### src/rtl/jtcps1_snd_mix.sv
// CPS1 sound output stage: per-frame DC-blocking high-pass followed by
// master gain with saturation, producing a registered stereo pair plus a
// one-clock valid pulse.
// Build option: define JTCPS1_SNDMIX_DCBLOCK_EN to enable the DC blocker;
// when undefined the DC states pass the input through unchanged.
module jtcps1_snd_mix #(
  parameter int DCSH     = 8,
  parameter int GAINFRAC = 6
) (
  input  logic               clk,
  input  logic               rst,
  input  logic               sample,
  input  logic signed [15:0] left_in,
  input  logic signed [15:0] right_in,
  input  logic        [7:0]  gain,
  input  logic               mute,
  output logic signed [15:0] left,
  output logic signed [15:0] right,
  output logic               sample_out,
  output logic               clip
);

  localparam int AW = 16 + DCSH;

  typedef enum logic [2:0] {IDLE, L_DC, L_GAIN, R_DC, R_GAIN, OUT} state_t;

  state_t state, state_nx;

  logic               smp_cur, smp_prev;
  logic               start;
  logic signed [15:0] xl, xr;
  logic        [7:0]  g;
  logic signed [15:0] dc_x;
  logic signed [16:0] y_dc;
  logic signed [16:0] yl, yr;
  logic signed [16:0] mul_y;
  logic signed [25:0] my_ext, g_ext, p, q;
  logic signed [15:0] sat_v;
  logic               sat_ovf;
  logic signed [15:0] sl, sr;
  logic               cl, cr;

  assign start = smp_cur & ~smp_prev & (state == IDLE);
  assign dc_x  = (state == R_DC) ? xr : xl;

  // Sample strobe edge registers, FSM state and frame input latches
  always_ff @(posedge clk) begin
    if (rst) begin
      smp_cur  <= 1'b0;
      smp_prev <= 1'b0;
      state    <= IDLE;
      xl       <= '0;
      xr       <= '0;
      g        <= '0;
    end else begin
      smp_cur  <= sample;
      smp_prev <= smp_cur;
      state    <= state_nx;
      if (start) begin
        xl <= left_in;
        xr <= right_in;
        g  <= gain;
      end
    end
  end

  // Next-state sequencing: one clock per processing step
  always_comb begin
    state_nx = state;
    case (state)
      IDLE:    if (start) state_nx = L_DC;
      L_DC:    state_nx = L_GAIN;
      L_GAIN:  state_nx = R_DC;
      R_DC:    state_nx = R_GAIN;
      R_GAIN:  state_nx = OUT;
      OUT:     state_nx = IDLE;
      default: state_nx = IDLE;
    endcase
  end

`ifdef JTCPS1_SNDMIX_DCBLOCK_EN
  logic signed [AW-1:0] acc_l, acc_r;
  logic signed [AW-1:0] dc_acc;
  logic signed [15:0]   dc_v;
  logic signed [AW-1:0] y_ext;

  // One subtractor shared by both channels; the accumulator is selected by state
  always_comb begin
    dc_acc = (state == R_DC) ? acc_r : acc_l;
    dc_v   = 16'(dc_acc >>> DCSH);
    y_dc   = {dc_x[15], dc_x} - {dc_v[15], dc_v};
    y_ext  = {{(AW-17){y_dc[16]}}, y_dc};
  end

  // Leaky integrators tracking the DC level of each channel
  always_ff @(posedge clk) begin
    if (rst) begin
      acc_l <= '0;
      acc_r <= '0;
    end else begin
      if (state == L_DC) acc_l <= acc_l + y_ext;
      if (state == R_DC) acc_r <= acc_r + y_ext;
    end
  end
`else
  // DC stage is a pass-through: sign-extend the input
  always_comb begin
    y_dc = {dc_x[15], dc_x};
  end
`endif

  // Single time-shared multiplier followed by floor shift and saturation
  always_comb begin
    mul_y   = (state == R_GAIN) ? yr : yl;
    my_ext  = {{9{mul_y[16]}}, mul_y};
    g_ext   = {18'd0, g};
    p       = my_ext * g_ext;
    q       = p >>> GAINFRAC;
    sat_ovf = 1'b0;
    sat_v   = q[15:0];
    if (q > 26'sd32767) begin
      sat_v   = 16'sh7fff;
      sat_ovf = 1'b1;
    end else if (q < -26'sd32768) begin
      sat_v   = 16'sh8000;
      sat_ovf = 1'b1;
    end
  end

  // Per-channel intermediate results and the registered outputs
  always_ff @(posedge clk) begin
    if (rst) begin
      yl         <= '0;
      yr         <= '0;
      sl         <= '0;
      sr         <= '0;
      cl         <= 1'b0;
      cr         <= 1'b0;
      left       <= '0;
      right      <= '0;
      clip       <= 1'b0;
      sample_out <= 1'b0;
    end else begin
      sample_out <= 1'b0;
      case (state)
        L_DC:   yl <= y_dc;
        R_DC:   yr <= y_dc;
        L_GAIN: begin sl <= sat_v; cl <= sat_ovf; end
        R_GAIN: begin sr <= sat_v; cr <= sat_ovf; end
        OUT: begin
          left       <= mute ? '0 : sl;
          right      <= mute ? '0 : sr;
          clip       <= cl | cr;
          sample_out <= 1'b1;
        end
        default: ;
      endcase
    end
  end

endmodule

### config.mk
export PLATFORM = sky130hd
export DESIGN_NAME = jtcps1_snd_mix
export DESIGN_NICKNAME = d
export VERILOG_FILES = /design/src/rtl/jtcps1_snd_mix.sv
export SDC_FILE = /design/constraint.sdc
export NUM_CORES = 1
export LEC_CHECK = 0
export BUFFER_PORTS_ARGS = -buffer_cell sky130_fd_sc_hd__buf_4
export CORE_ASPECT_RATIO = 0.6
export CORE_UTILIZATION = 55
export DETAILED_ROUTE_END_ITERATION = 10
export PLACE_DENSITY = 0.77
export SYNTH_ARGS = -nofsm -noshare
export SYNTH_HDL_FRONTEND = slang
export SYNTH_SLANG_ARGS = --single-unit
### constraint.sdc
create_clock -name clk -period 5.9 [get_ports clk]
set_clock_uncertainty 0.05 [all_clocks]
set_input_delay 0.295 -clock clk [delete_from_list [all_inputs] [get_ports clk]]
set_output_delay 0.295 -clock clk [all_outputs]
set_load 0.1 [all_outputs]
==> results.tsv <==
stage	metric	value	unit
run_status	outcome	complete, but fails checks	
run_status	failing checks	setup timing	
route	number of DRC markers in iteration 0	1402	
yosys	syn nets	1336	
setup_path	max incr delay on CP	0.58	ns
die	DIE HEIGHT	106	microns
setup_path	cell mode on critical path	fa_1	
yosys	Post-Syn Area	9970	sq um
clocking	clk sink count	145	
die	row count	37	
placement	GP Congestion	0.951	
clocking	CTS Root Cell	clkbuf_16	
setup_path	reg2reg end	sr[11]	
yosys	Synth top cells by count	nand2_1 (258), inv_1 (147), dfxtp_1 (145)	
timing	Final WS setup	-1.10	ns
timing	Fin. Hold Viols	0	
die	I/O pins	78	
setup_path	R2R cell count	25	
grt	GRT overflow	0	
grt	initial antenna violation count	0	
cells_and_area	layout cell share with drive strength beyond 1	0.323	
timing	RSZ-0062 raised after global routing	true	
yosys	FFs w/ async S/R, synth	0	
yosys	number of unique standard cell types used by synthesis	60	
timing	endpoints failing setup	34	
timing	hold_ws	0.0211	ns
route	TritonRoute pass-1 iters	10	
power_and_ir_drop	Pleak	6.14	nW
route	Antenna Nets Post-Route	0	
yosys	Post-Syn Area per Cell	8.73	sq um
power_and_ir_drop	peak supply drop	0.225	mV
route	Avg Vias per Cell	6.11	
yosys	top cell type's share of synthesized area	0.291	
yosys	Area contributors post-synth	dfxtp_1 (29%), fa_1 (21%), nand2_1 (9.7%)	
yosys	Syn Inst Count	1142	
flow_run	Max Cap Violations	0	
yosys	sequential area share after synthesis	0.291	
placement	Buffers on Ports	77	
yosys	Post-Synth Simple-Gate Area	0.196	
clocking	Worst-path clk slew	0.07	ns
yosys	Top FF cell, synth	dfxtp_1	
worst_hold_path	Hold Path Class	input pin to register	
clocking	Post-CTS Hold Buffers	0	
setup_path	crit-path leading delay family	adder cells	
timing	Final Max Slew Viols	0	
yosys	complex-gate fraction of the synthesized area	0.135	
setup_path	critical setup path kind	register to register	
setup_path	slowest CP cell	fa_1	
setup_path	Critical Path Fanout Max	8	
clocking	clk_lat worst skew	0.43	ns
yosys	post-synthesis adder-cell area fraction	0.266	
die	die area	18700	sq um
placement	DP HPWL	20000	microns
yosys	area leader, netlist	dfxtp_1	
clocking	number of buffers created by CTS	17	
route	WL/cell	22.6	microns
setup_path	Buf+Inv Stages, Crit Path	7	
yosys	XOR/XNOR Fraction of Synth Area	0.0201	
worst_hold_path	hold depth	2	
clocking	htree depth	4	
setup_path	setup slack, reg-to-reg	-1.10	ns
route	routed via count	9756	
clocking	CTS tree	built	
yosys	mux cell area share after synthesis	0.00891	
setup_path	reg2reg start	state[0]	
grt	largest net degree at the start of global routing	95	
yosys	Yosys reg bits	145	
worst_hold_path	hold_sp	sample	
placement	dpl ws	-0.792	ns
die	Core Area	17400	sq um
cells_and_area	count of antenna diodes in the layout	0	
die	Initial Utilization	0.573	
timing	Slew Limit Headroom	0.0437	
grt	vias in the first global route	9547	
clocking	Max clock buf depth	2	
die	Chip Width	176	microns
yosys	Yosys warning count	0	
setup_path	CP required	6.21	ns
yosys	most numerous cell in the Yosys netlist	nand2_1	
route	Post-Route WL	36100	microns
route	Post-route DRC	0	
timing	Final min period	7.00	ns
grt	Total GRT Usage	0.347	
cells_and_area	Layout area overhead	35.4	%
timing	actual slew at the worst max-slew pin	1.43	ns
setup_path	Arr. time, crit path	7.30	ns
worst_hold_path	Hold Path Sink	smp_cur	
cells_and_area	final net count	1543	
power_and_ir_drop	PwrDens	168	nW/um^2
yosys	number of synthesized flops with an enable pin	0	
yosys	largest family of logic cells by synthesized area	adder cells	
timing	Achievable Freq	143	MHz
grt	first-pass GRT wire length	49500	microns
setup_path	critical path launch point type	register	
setup_path	CP Capture Type	register	
timing	fin crit share	1.19	
-- report_power, final --
part           leakage (nW)  switching (mW)  internal [mW]
clock network         0.271           0.477          0.564
logic                  4.69           0.124         0.0780
registers              1.17          0.0192           1.00
-- worst register-to-register path, cell delays in order, from the launching register on --
cell and delay, ns:
dfxtp_4 0.37, or3b_4 0.49, buf_6 0.16, nand2_1 0.10, nand2_4 0.12, nand2_4 0.15, fa_1 0.54, inv_1 0.12
fa_1 0.46, fa_1 0.57, inv_1 0.07, fa_1 0.58, inv_1 0.10, ha_4 0.31, o21ai_1 0.08, o21ai_1 0.46
o211ai_1 0.25, o211ai_1 0.36, a31oi_4 0.09, xor2_2 0.19, buf_4 0.15, o41a_4 0.52, nor3_4 0.19, buf_6 0.14
buf_12 0.11, a221o_1 0.18
-- sequential cells by signal, summed over array words and instances, names as in the netlist --
register,count
cl,1
clip,1
cr,1
g,8
left,16
right,16
sample_out,1
sl,16
smp_cur,1
smp_prev,1
sr,16
state,3
xl,16
xr,16
yl,16
yr,16
-- final cells by class --
class | instances | area [sq um]
Tap cell | 234 | 293
Multi-Input combinational cell | 789 | 7090
Sequential cell | 145 | 2910
Fill cell | 1025 | 3910
Clock buffer | 19 | 443
Timing Repair Buffer | 249 | 2090
Inverter | 147 | 552
Clock inverter | 13 | 115
-- routing by layer --
metal  vias up  wire length [microns]  GRT usage
met2       753                  15500      0.538
met1      4677                  13700      0.460
met3       234                   4560      0.101
li1       4092                      -          -
met4         0                   2400      0.132
met5         -                      0          0
-- worst max-delay path by stage --
stage,startpoint,endpoint,depth (start not counted)
global route,state[0],sr[4],26
global placement,state[1],cr,19
CTS,state[0],sr[1],26
floorplan,state[1],sr[4],24
detailed placement,state[2],cr,22
finish,state[0],sr[11],25
-- stage by stage --
step                utilization  instance area, sq um  cells  setup TNS [ns]  power, mW
detailed placement        0.666                 11600   1506          -21.57       1.21
global route              0.775                 13500   1596          -38.53       2.32
CTS                       0.747                 13000   1577           -2.98       2.23
finish                    0.775                 13500   1596          -33.12       2.26
global placement          0.666                 11600   1506          -12.16       1.20
floorplan                     -                 10100   1142               0       1.13
-- logic make-up after synthesis --
family | Yosys count
AOI/OAI and AO/OA | 192
and+or+nand+nor | 416
adders and majority gates | 150
xor gates and xnor gates | 22
DFF | 145
buffers and inverters | 209
muxes | 8
-- placed cells by master, fill, tap and decap left out, types with 5 or more instances in the layout --
| cell type | Yosys | layout |
|---|---|---|
| nand3_1 | 11 | 5 |
| and2_1 | 62 | 53 |
| inv_6 | 0 | 5 |
| o21ai_1 | 0 | 5 |
| xnor2_1 | 13 | 12 |
| clkbuf_16 | 0 | 17 |
| buf_12 | 0 | 10 |
| xor2_1 | 8 | 7 |
| fa_2 | 0 | 7 |
| nand2_2 | 0 | 20 |
| a221o_1 | 27 | 27 |
| dfxtp_1 | 145 | 142 |
| nand2b_1 | 6 | 5 |
| ha_1 | 47 | 29 |
| nand3_2 | 0 | 6 |
| a21oi_2 | 0 | 5 |
| nor2_1 | 23 | 18 |
| a22o_1 | 32 | 32 |
| a21oi_4 | 0 | 5 |
| fa_1 | 103 | 96 |
| a21oi_1 | 96 | 86 |
| inv_1 | 147 | 127 |
| mux2i_1 | 6 | 5 |
| inv_2 | 0 | 20 |
| ha_4 | 0 | 18 |
| buf_6 | 4 | 15 |
| and2_4 | 0 | 9 |
| nand2_4 | 0 | 16 |
| nand2_1 | 258 | 220 |
| nor2b_1 | 17 | 16 |
| buf_4 | 0 | 222 |
-- repair_timing --
action / 4_1_cts / 5_1_grt
pin swaps: 79 / 53
gates resized for setup: 116 / 77
buffers inserted: 36 / 19
gates cloned: 3 / 0
setup endpoints to repair: 32 / 34
Power figures use the tool's default switching activity.
